$ cat src/rtl/mul_seq_arbiter_if.sv
// Handshake bundle for mul_seq_arbiter: two operand requesters and one
// product consumer. "master" is the requester/consumer side, "slave" the
// arbiter/multiplier side.
interface mul_seq_arbiter_if #(
  parameter int WIDTH = 8
);
  logic               req0_valid;
  logic [WIDTH-1:0]   req0_a;
  logic [WIDTH-1:0]   req0_b;
  logic               req0_ready;
  logic               req1_valid;
  logic [WIDTH-1:0]   req1_a;
  logic [WIDTH-1:0]   req1_b;
  logic               req1_ready;
  logic               rsp_valid;
  logic               rsp_ready;
  logic [2*WIDTH-1:0] rsp_prod;
  logic               rsp_id;

  modport master (
    output req0_valid, req0_a, req0_b, input req0_ready,
    output req1_valid, req1_a, req1_b, input req1_ready,
    input  rsp_valid, rsp_prod, rsp_id, output rsp_ready
  );

  modport slave (
    input  req0_valid, req0_a, req0_b, output req0_ready,
    input  req1_valid, req1_a, req1_b, output req1_ready,
    output rsp_valid, rsp_prod, rsp_id, input rsp_ready
  );
endinterface

$ cat src/rtl/mul_seq_arbiter.sv
// Two-requester arbiter in front of one shift-add multiplier.
//
// state | meaning
// IDLE  | waiting; ready granted to one valid requester (round-robin on tie)
// RUN   | one shift-add step per cycle, WIDTH steps (fewer with early exit)
// DONE  | product held on rsp_* until the consumer takes it
//
// Optional feature: define MUL_SEQ_EARLY_EXIT_EN to leave RUN as soon as the
// remaining multiplier bits are all zero. Default build always runs WIDTH steps.
module mul_seq_arbiter #(
  parameter int WIDTH = 8
) (
  input  logic                clk,
  input  logic                rst,
  mul_seq_arbiter_if.slave    bus,
  output logic                busy
);
  localparam int PW = 2 * WIDTH;
  localparam int CW = (WIDTH > 1) ? $clog2(WIDTH) : 1;

  typedef enum logic [1:0] {IDLE, RUN, DONE} state_t;

  state_t           state;
  logic [PW-1:0]    mcand;
  logic [PW-1:0]    acc;
  logic [PW-1:0]    sum;
  logic [PW-1:0]    prod_q;
  logic [WIDTH-1:0] mplier;
  logic [CW-1:0]    cnt;
  logic             op_id;
  logic             ptr;
  logic             id_q;
  logic             valid_q;
  logic             grant0;
  logic             grant1;
  logic             accept;
  logic             last;

  // Grant: a sole valid wins; with both valid the pointer decides.
  always_comb begin
    grant0 = bus.req0_valid && (!bus.req1_valid || !ptr);
    grant1 = bus.req1_valid && (!bus.req0_valid || ptr);
  end

  assign bus.req0_ready = (state == IDLE) && !rst && grant0;
  assign bus.req1_ready = (state == IDLE) && !rst && grant1;
  assign accept         = bus.req0_ready || bus.req1_ready;

  // The single shared adder of the datapath.
  assign sum = mplier[0] ? (acc + mcand) : acc;

`ifdef MUL_SEQ_EARLY_EXIT_EN
  assign last = (cnt == CW'(WIDTH - 1)) || ((mplier >> 1) == '0);
`else
  assign last = (cnt == CW'(WIDTH - 1));
`endif

  assign bus.rsp_valid = valid_q;
  assign bus.rsp_prod  = prod_q;
  assign bus.rsp_id    = id_q;
  assign busy          = (state != IDLE);

  // Sequencer and datapath; response outputs are registered and cleared
  // whenever no response is being offered.
  always_ff @(posedge clk) begin
    if (rst) begin
      state   <= IDLE;
      mcand   <= '0;
      mplier  <= '0;
      acc     <= '0;
      cnt     <= '0;
      op_id   <= 1'b0;
      ptr     <= 1'b0;
      valid_q <= 1'b0;
      prod_q  <= '0;
      id_q    <= 1'b0;
    end else begin
      case (state)
        IDLE: begin
          if (accept) begin
            mcand  <= PW'(bus.req1_ready ? bus.req1_a : bus.req0_a);
            mplier <= bus.req1_ready ? bus.req1_b : bus.req0_b;
            op_id  <= bus.req1_ready;
            ptr    <= !bus.req1_ready;
            acc    <= '0;
            cnt    <= '0;
            state  <= RUN;
          end
        end
        RUN: begin
          acc    <= sum;
          mcand  <= mcand << 1;
          mplier <= mplier >> 1;
          cnt    <= cnt + 1'b1;
          if (last) begin
            valid_q <= 1'b1;
            prod_q  <= sum;
            id_q    <= op_id;
            state   <= DONE;
          end
        end
        DONE: begin
          if (bus.rsp_ready) begin
            valid_q <= 1'b0;
            prod_q  <= '0;
            id_q    <= 1'b0;
            state   <= IDLE;
          end
        end
        default: state <= IDLE;
      endcase
    end
  end
endmodule

$ cat src/flat_wrapper.sv
// flat-port wrapper written by rule: the top's interface ports become plain ports
module mul_seq_arbiter_flat 
#(
  parameter int WIDTH = 8
)
  (clk, rst, busy, bus_req0_valid, bus_req0_a, bus_req0_b, bus_req0_ready, bus_req1_valid, bus_req1_a, bus_req1_b, bus_req1_ready, bus_rsp_valid, bus_rsp_prod, bus_rsp_id, bus_rsp_ready);
  mul_seq_arbiter_if #(.WIDTH(WIDTH)) bus_i ();
  input  logic clk;
  input  logic rst;
  output logic busy;
  input wire logic [$bits(bus_i.req0_valid)-1:0] bus_req0_valid;
  input wire logic [$bits(bus_i.req0_a)-1:0] bus_req0_a;
  input wire logic [$bits(bus_i.req0_b)-1:0] bus_req0_b;
  output wire logic [$bits(bus_i.req0_ready)-1:0] bus_req0_ready;
  input wire logic [$bits(bus_i.req1_valid)-1:0] bus_req1_valid;
  input wire logic [$bits(bus_i.req1_a)-1:0] bus_req1_a;
  input wire logic [$bits(bus_i.req1_b)-1:0] bus_req1_b;
  output wire logic [$bits(bus_i.req1_ready)-1:0] bus_req1_ready;
  output wire logic [$bits(bus_i.rsp_valid)-1:0] bus_rsp_valid;
  output wire logic [$bits(bus_i.rsp_prod)-1:0] bus_rsp_prod;
  output wire logic [$bits(bus_i.rsp_id)-1:0] bus_rsp_id;
  input wire logic [$bits(bus_i.rsp_ready)-1:0] bus_rsp_ready;
  assign bus_i.req0_valid = bus_req0_valid;
  assign bus_i.req0_a = bus_req0_a;
  assign bus_i.req0_b = bus_req0_b;
  assign bus_req0_ready = bus_i.req0_ready;
  assign bus_i.req1_valid = bus_req1_valid;
  assign bus_i.req1_a = bus_req1_a;
  assign bus_i.req1_b = bus_req1_b;
  assign bus_req1_ready = bus_i.req1_ready;
  assign bus_rsp_valid = bus_i.rsp_valid;
  assign bus_rsp_prod = bus_i.rsp_prod;
  assign bus_rsp_id = bus_i.rsp_id;
  assign bus_i.rsp_ready = bus_rsp_ready;
  mul_seq_arbiter #(.WIDTH(WIDTH)) u_core (.clk(clk), .rst(rst), .bus(bus_i), .busy(busy));
endmodule
$ cat config.mk
export PLATFORM = sky130hd
export DESIGN_NAME = mul_seq_arbiter_flat
export DESIGN_NICKNAME = d
export VERILOG_FILES = /design/src/rtl/mul_seq_arbiter_if.sv /design/src/rtl/mul_seq_arbiter.sv /design/src/flat_wrapper.sv
export SDC_FILE = /design/constraint.sdc
export NUM_CORES = 1
export LEC_CHECK = 0
export ABC_AREA = 0
export CAP_MARGIN = 10
export CORE_AREA = 2 2 90 92
export DETAILED_ROUTE_END_ITERATION = 16
export DIE_AREA = 0 0 92 94
export PLACE_DENSITY = 0.71
export SYNTH_ARGS = -nofsm -noshare
export SYNTH_HDL_FRONTEND = slang
export SYNTH_SLANG_ARGS = --single-unit
export TNS_END_PERCENT = 10
$ cat constraint.sdc
create_clock -name clk -period 2.03 [get_ports clk]
set_input_delay 0.203 -clock clk [delete_from_list [all_inputs] [get_ports clk]]
set_output_delay 0.203 -clock clk [all_outputs]
set_load 0.1 [all_outputs]
# Word-level counts from Yosys, hierarchy flattened
# Cells that the tools add are included.
word_totals:
  latch_bits: 0
  rom_bits: 0
  elab_cells: 62
  input_bits: 37
  mem_count: 0
  reg_bits: 65
  mem_bits_rw: 0
  out_inout_bits: 21
op_classes:
  n_mux: 23
  n_reduce_logical: 21
  eq_ne: 6
  add_sub_neg: 2
  n_shift: 0
  bitwise: 0
  n_div: 0
  n_lt_le_gt_ge: 0
  n_mul: 0
ops:
  columns: ["op", "count"]
  rows:
  - ["$pmux 16 s2", 3]
  - ["$mux 16", 5]
  - ["$mux 8", 3]
  - ["$add 16x16->16", 1]
  - ["$pmux 8 s2", 1]
  - ["$mux 2", 3]
  - ["$pmux 2 s3", 1]
  - ["$pmux 3 s2", 1]
  - ["$reduce_and 3->1", 2]
  - ["$reduce_bool 2->1", 3]
  - ["$logic_and 1x1->1", 5]
  - ["$logic_not 1->1", 5]
  - ["$ne 2x1->1 const B", 2]
  - ["$pmux 1 s2", 2]
  - ["$reduce_and 2->1", 2]
  - ["$add 3x1->3 const B", 1]
  - ["$eq 3x3->1 const B", 1]
  - ["$logic_or 1x1->1", 3]
  - ["$mux 1", 3]
  - ["$mux 3", 1]
  - ["$eq 2x1->1 const B", 1]
  - ["$eq 2x2->1 const B", 1]
  - ["$logic_not 2->1", 1]
  - ["$ne 2x2->1 const B", 1]

# Logic depth before layout (Yosys ltp)
# Gate-level depths: netlist (run 1).
depth:
  depth_word: 7
  depth_mapped: 10
  depth_no_buf: 10

# Worst setup path after synthesis (run 1)
# Ideal clock, no wire load.
synth_path:
  kind: "flip-flop to flip-flop"
  start: "reg u_core.acc[0]"
  end: "reg u_core.prod_q[14] (netlist: u_core.bus.rsp_prod[14])"
  n_path_buf: 0
  setup_slack_ps: -182
  stages_incl_launch_ff: 11
  setup_time_ps: 62
  t_required_ps: 1968
  t_arrival_ps: 2149
  synth_period_minus_slack_ps: 2212
  cell_sequence: "dfxtp_1 > ha_1 > inv_1 > fa_1 > nor2b_1 > o21a_1 > o21ai_1 > o2bb2ai_1 > o31ai_1 > mux2_2 > nand2_1"
synth_between:
  elab_chain_len: 4
synth_lines:
  columns: ["element", "line_no", "source"]
  rows:
  - ["start: declaration", "mul_seq_arbiter.sv:25", "logic [PW-1:0] acc;"]
  - ["start signal: assignment", "mul_seq_arbiter.sv:91", "acc <= sum;"]
  - ["$add 16x16->16", "mul_seq_arbiter.sv:50", "assign sum = mplier[0] ? (acc + mcand) : acc;"]
  - ["$mux 16", "mul_seq_arbiter.sv:50", null]
  - ["$mux 16", "mul_seq_arbiter.sv:95", "if (last) begin"]
  - ["$pmux 16 s2", "mul_seq_arbiter.sv:78", "case (state)"]
  - ["end signal: assignment", "mul_seq_arbiter.sv:97", "prod_q <= sum;"]
  - ["end: declaration", "mul_seq_arbiter.sv:27", "logic [PW-1:0] prod_q;"]
# Every way passes these cells. The select of a mux whose other input is x is not followed.
# A chain may end at the register's enable or synchronous reset.

# Worst setup path in the final report (run 1)
layout_path:
  start: "reg u_core.mcand[1]"
  end: "reg u_core.acc[15]"
layout_between:
  elab_chain_len: 3
layout_lines:
  columns: ["element", "line_no", "source"]
  rows:
  - ["start: declaration", "mul_seq_arbiter.sv:24", "logic [PW-1:0] mcand;"]
  - ["start signal: assignment", "mul_seq_arbiter.sv:81", "mcand <= PW'(bus.req1_ready ? bus.req1_a : bus.req0_a);"]
  - ["start signal: assignment", "mul_seq_arbiter.sv:92", "mcand <= mcand << 1;"]
  - ["$add 16x16->16", "mul_seq_arbiter.sv:50", null]
  - ["$mux 16", "mul_seq_arbiter.sv:50", null]
  - ["$pmux 16 s2", "mul_seq_arbiter.sv:78", null]
# Every way passes these cells.

==> run metrics, run 1 <==
outcome=finished, violations left; failing checks=negative setup slack; hold slack final=roughly 0.29 ns; cts bufs inserted=9; setup violators final=11; Post-Synthesis Net Count=491; Yosys top cell area share=a little over a third; fraction of the mapped netlist area in compound gates=roughly a quarter; global-route wire length before repair=roughly 16,000 um; Peak VDD IR=between 300 and 400 uV; share of layout cells above drive strength 1=between 20% and 30%; Max Root-Sink Buffers=2; NumNets Final=between 600 and 700; top cells by area, synth=dfxtp_1 37%, nand2_1 7.6%, a21oi_1 6.3%; DR vias/cell=between 5 and 6; Critical Path End Type=flop; period utilization=107%; CTS H-tree lvls=3; Worst Hold Launch=rst; Starting Density=46.7%; initial antenna violation count=0; adder-cell share of the synthesized area=under 10%; hold path cells=4; commonest non-fill, non-tap cell in the layout=buf_4; pin count of the biggest net entering global routing=34; via count=3,615; HP Class=input port to flop; Crit Path Category=flop to flop; flop2flop setup slack=-0.15 ns; Gate Count Post-Synth=between 400 and 500; CP required=around 2.3 ns; total grt overflow=0; ant diodes=0; Worst EP arrival=2.42 ns; Worst Slack Setup Final=-0.147 ns; area grow syn2layout=43.0%; Ys Warns=0; Startpoint Class=flop; clock slew at reported path FFs=0.07 ns; vias in the first global route=about 3,400; drt first pass iters=6; fraction of registers with async set or reset after synthesis=0%; # port buffers=57; Final ANT Viol Nets=0; Final Critical Period=between 2 and 2.5 ns; Synth area leader=dfxtp_1; Core Region=roughly 7600 um^2; largest family of logic cells by synthesized area=compound AO/OA/AOI/OAI gates; drt first-iter violations=about 200; Post-synth EDFFs=0; R2R Path End=u_core.acc[15]; Setup Skew=0.00652 ns; PD cells=~570 nW/um^2; Reg area=1310 um^2; Slew HR=between 50% and 60%; prevailing post-synth register cell=dfxtp_1; Reg2Reg Depth=8; gpl congestion=0.934; RR Startpoint=u_core.mcand[1]; Residual DRC=0; synthesized area per cell=8.15 um^2; max cap viols=0; Post-Syn Area=3550 um^2; clock sink total=65; Die Height=about 94 um; root buffer cell=clkbuf_8; gr usage total=24.0%; mux share of post-synthesis cell area=3.06%; hold path endpoint=u_core.op_id; total power=just under 3 mW; multi-input logic area=2330 um^2; fill count=around 610; Leak=2.10 nW; achievable clock frequency=roughly 460 MHz; sequential area share after synthesis=a little over a third; hpwl dp=approximately 7400 um; Worst-Skew Late Latency=roughly 0.35 ns; final wirelength=10,100 um; # IOs=58; die area=about 8600 um^2; Yosys reg bits=65; CP Max Fanout=3; Max Transition Viols Final=0; Sum Neg Setup Slack=-0.929 ns; Netlist cell types=54; Post-Synth Simple-Gate Area=approximately a fifth; CTS tree=yes; most frequent cells in the layout=88 x buf_4, 71 x nand2_1, 58 x dfxtp_1; RSZ-0062 raised after global routing=true; Hold Fails Final Rpt=0; worst slew pin tran=about 0.71 ns; xor/xnor share of the synthesized area=about 3.2%; die width=92 um; routed len/inst=around 15 um; cell row count=32
per-stage QoR:
| step | instance area [um^2] | util, % | std cells | setup WS [ns] |
|---|---|---|---|---|
| after floorplan | 3610 | - | 436 | -0.0391 |
| after global placement | 4680 | 61.5 | 636 | -0.175 |
| after detailed placement | 4680 | 61.5 | 636 | -0.221 |
| after CTS | 4990 | 65.6 | 652 | -0.151 |
| after global routing | 5080 | 66.8 | 655 | -0.238 |
| final | 5080 | 66.8 | 655 | -0.147 |
critical path: stages (launching register included):
cell and delay (ns):
dfxtp_1 0.34, ha_1 0.29, a21oi_2 0.07, nand4b_4 0.18, a2111oi_4 0.45, a2111oi_2 0.15, mux2i_1 0.17, buf_4 0.16
a211o_1 0.25
worst max path at each step:
| stage | end | slack, ns | start | depth (start not counted) |
|---|---|---|---|---|
| floorplan | u_core.acc[15] | -0.04 | u_core.acc[3] | 8 |
| global placement | u_core.acc[10] | -0.17 | u_core.acc[0] | 10 |
| detailed placement | u_core.bus.rsp_prod[10] | -0.22 | u_core.acc[0] | 10 |
| CTS | u_core.bus.rsp_prod[14] | -0.15 | u_core.acc[0] | 10 |
| global route | u_core.acc[8] | -0.24 | u_core.acc[0] | 11 |
| finish | u_core.acc[15] | -0.15 | u_core.mcand[1] | 8 |
registers in the layout (all words and copies together), names as in the netlist, 2 cells and up:
name                 count
u_core.state             2
u_core.cnt               3
u_core.acc              16
u_core.bus.rsp_prod     16
u_core.mcand            16
u_core.mplier            8
power breakdown:
| part | internal [mW] | leakage [nW] | switching, mW |
|---|---|---|---|
| Combinational | 0.216 | 1.47 | 0.255 |
| Sequential | 1.31 | 0.530 | 0.0307 |
| Clock | 0.561 | 0.0998 | 0.520 |
| Total | 2.09 | 2.10 | 0.806 |
cell families after synthesis:
logic type / count (synthesis)
AOI/OAI and AO/OA: 127
xor gates and xnor gates: 13
adders and majority gates: 18
buffers and inverters: 37
DFF: 65
muxes: 10
and+or+nand+nor: 166
cell usage after synthesis, types with 4 or more instances:
| cell type | instances |
|---|---|
| nor2_1 | 42 |
| a21oi_1 | 45 |
| nand3_1 | 25 |
| a22oi_1 | 7 |
| xnor2_1 | 11 |
| nand2_1 | 72 |
| dfxtp_1 | 65 |
| ha_1 | 17 |
| a21o_1 | 6 |
| inv_1 | 8 |
| o21ai_0 | 11 |
| nor3_1 | 5 |
| clkbuf_1 | 18 |
| o21a_1 | 5 |
| a22o_1 | 4 |
| buf_2 | 5 |
| nor2b_1 | 4 |
| nand2b_1 | 6 |
| mux2_2 | 7 |
| a32oi_1 | 8 |
| a221oi_1 | 14 |
cell type report:
cell class                 count  area share (%)
sequential                    65            25.8
clock inverter                 6            1.16
inverter                      10           0.739
tap                          102            2.51
multi-input combinational    334            45.9
clock buffer                  10            2.51
timing repair buffer         128            21.4
metal layers:
layer / share of wire, % / up-vias / global-route usage, %
li1: - / 1795 / -
met1: 44 / 1680 / 29.4
met2: 49 / 117 / 41.8
met3: 5.4 / 23 / 5.22
met4: 2.1 / 0 / 7.84
met5: 0 / - / 0
what timing repair did:
item                                   in CTS  in global routing
resized for setup                          24                 15
hold buffers                                0                  0
setup endpoints to repair                  18                 36
pin swaps                                   7                 10
buffers inserted                            0                  3
endpoints found under the hold margin       0                  0
No activity file was read; power rests on OpenSTA's default activity.
==> run 2: changes to the inputs <==
--- a/config.mk
+++ b/config.mk
@@ -7,10 +7,10 @@
 export LEC_CHECK = 0
 export ABC_AREA = 0
 export CAP_MARGIN = 10
-export CORE_AREA = 2 2 90 92
+export CORE_AREA = 2 2 85 87
 export DETAILED_ROUTE_END_ITERATION = 16
-export DIE_AREA = 0 0 92 94
-export PLACE_DENSITY = 0.71
+export DIE_AREA = 0 0 87 89
+export PLACE_DENSITY = 0.75
 export SYNTH_ARGS = -nofsm -noshare
 export SYNTH_HDL_FRONTEND = slang
 export SYNTH_SLANG_ARGS = --single-unit
==> constraint.sdc (replaced) <==
create_clock -name clk -period 2.4 [get_ports clk]
set_input_delay 0.24 -clock clk [delete_from_list [all_inputs] [get_ports clk]]
set_output_delay 0.24 -clock clk [all_outputs]
set_load 0.1 [all_outputs]
==> run 2 against run 1 <==
  * The flow now finishes without violations
  * Combinational power is 27% lower
  * First-iteration DRC count rose by 20%
  * Count of clock-buffer cells in the layout is 1 higher
  * Register-to-register slack improved by 0.21 ns
  * Utilization down 0.24 points
  * Maximum frequency decreased by 6.9%
  * Global-route usage up 0.47 points
  * Worst hold slack worse by 0.14 ns
  * Non-clock buffer count shrank 55
  * Clock power shrank 4%
  * Critical path type unchanged
  * Critical endpoint unchanged
==> run metrics, run 2 (synthesis results as in run 1) <==
outcome=finished clean; hold slack final=0.141 ns (-0.145 ns); Max Transition Viols Final=0 (unchanged); global-route wire length before repair=14,800 um (-9.3%); worst slew pin tran=0.960 ns (+0.255 ns); final wirelength=9080 um (-9.9%); Starting Density=52.9% (+6.2 points); CP required=2.63 ns (+0.36 ns); DR vias/cell=5.88 (+6.5%); max cap viols=0 (unchanged); Setup Skew=0.0105 ns (+0.00399 ns); drt first-iter violations=248 (+20%); total grt overflow=0 (unchanged); PD cells=563 nW/um^2 (-1.1%); Residual DRC=0 (unchanged); Finished Layout Cells=578 (-12%); gpl congestion=0.914 (-2.1%); Max Root-Sink Buffers=2 (unchanged); cell row count=30 (-6.3%); total power=2.52 mW (-13%); CP Cell Sequence=ha_1, nand4_1, o32ai_1, a2111oi_4, mux2i_1, buf_4, a211o_1; vias in the first global route=3,215 (-6.0%); flop2flop setup slack=0.06 ns (+0.21 ns); dpl cells=562 (-12%); achievable clock frequency=428 MHz (-6.9%); Slowest-stage cell, CP=o32ai_1; DRT met1 WL=4020 um (-8.5%); gr usage total=24.4% (+0.47 points); CP max stage delay=0.50 ns (+0.05 ns); via count=3,398 (-6.0%); # IOs=58 (unchanged); initial antenna violation count=0 (unchanged); hold path cells=2 (-2); Startpoint Class=flop; Hold-fix buffers, CTS=0 (unchanged); Worst EP arrival=2.56 ns (+0.14 ns); Core Region=6720 um^2 (-12%); RSZ-0062 raised after global routing=true; area grow syn2layout=25.8%; most frequent cells in the layout=72 x nand2_1, 64 x dfxtp_1, 45 x a21oi_1; Worst-Skew Late Latency=0.34 ns (about the same); hpwl dp=6610 um (-10%); clock sink total=65 (unchanged); setup violators final=0 (-11); commonest non-fill, non-tap cell in the layout=nand2_1; Final Util=66.6% (-0.24 points); CTS H-tree lvls=3 (unchanged); # port buffers=57 (unchanged); Peak VDD IR=328 uV (-3.3%); Die Height=89 um (-5.3%); Hold Fails Final Rpt=0 (unchanged); Critical Path End Type=flop; routed wl met2=4490 um (-8.8%); Final Critical Period=2.34 ns (+0.161 ns); routed len/inst=15.7 um (+2.1%); hold path endpoint=u_core.bus.rsp_valid; die width=87 um (-5.4%); clock slew at reported path FFs=0.07 ns (about the same); Worst Hold Launch=rst; die area=7740 um^2 (-10%); cts bufs inserted=9 (unchanged); share of layout cells above drive strength 1=15.9% (-13 points); root buffer cell=clkbuf_8; RR Startpoint=u_core.acc[10]; R2R Path End=u_core.acc[15]; Worst Setup SP=u_core.acc[10]; Slew HR=35.8% (-17 points); drt first pass iters=4 (-2); NumNets Final=548 (-9.1%); met3 wire length=420 um (-23%); HP Class=input port to flop; CTS tree=yes; ant diodes=0 (unchanged); Reg2Reg Depth=7 (-1); Crit Path Category=flop to flop; period utilization=97.4% (-9.8 points); pin count of the biggest net entering global routing=56 (+65%); CP Max Fanout=9 (+6); Max Used Layer=met4; Leak=1.79 nW (-15%); Final ANT Viol Nets=0 (unchanged)
## run 2: how the worst max path moves through the flow
stage | endpoint | slack, ns | depth (start not counted)
6_report | u_core.acc[15] | 0.06 | 7
5_1_grt | u_core.acc[15] | -0.05 | 7
2_1_floorplan | u_core.bus.rsp_prod[14] | 0.19 | 10
3_5_place_dp | u_core.bus.rsp_prod[14] | 0.04 | 10
3_3_place_gp | u_core.bus.rsp_prod[14] | 0.05 | 10
4_1_cts | u_core.bus.rsp_prod[14] | 0.007 | 10
## run 2: routing by layer
layer | track usage (%) | vias to the layer above
met3 | 4.62 | 15
met5 | 0 | -
met2 | 40.5 | 110
met4 | 9.23 | 0
li1 | - | 1692
met1 | 31.7 | 1581
## run 2: cell type report
class                   instances  area [um^2]
flip-flops and latches         65         1300
clock inverters                 5         78.8
well taps                      80          100
inverters                      10         37.5
fillers                       589         2250
repair buffers                 73          658
clock buffers                  11          141
multi-input cells             334         2150
## run 2: where the power goes
part / internal (mW) / switching [mW]
logic: 0.143 / 0.201
registers: 1.11 / 0.0243
clock network: 0.612 / 0.429
## run 2: worst max-delay path, delay by kind of cell (launching register included)
kind,cells,cell delay [ns]
AND/OR/NAND/NOR,1,0.25
buffers and inverters,1,0.16
flip-flops,1,0.33
AO/OA/AOI/OAI,3,0.83
adder cells (fa/ha/maj),1,0.48
multiplexers,1,0.17
## run 2: what timing repair did
item                                    CTS  global route
buffers inserted                          0             0
endpoints found under the setup margin    0            11
gates resized for setup                   0            10
## run 2: stage by stage
step	area [um^2]	setup slack (ns)	setup TNS (ns)
final	4470	0.0626	0
after floorplan	3550	0.188	0
after global routing	4470	-0.0546	-0.124
after detailed placement	4200	0.0430	0
after CTS	4420	0.00656	0
after global placement	4200	0.0542	0
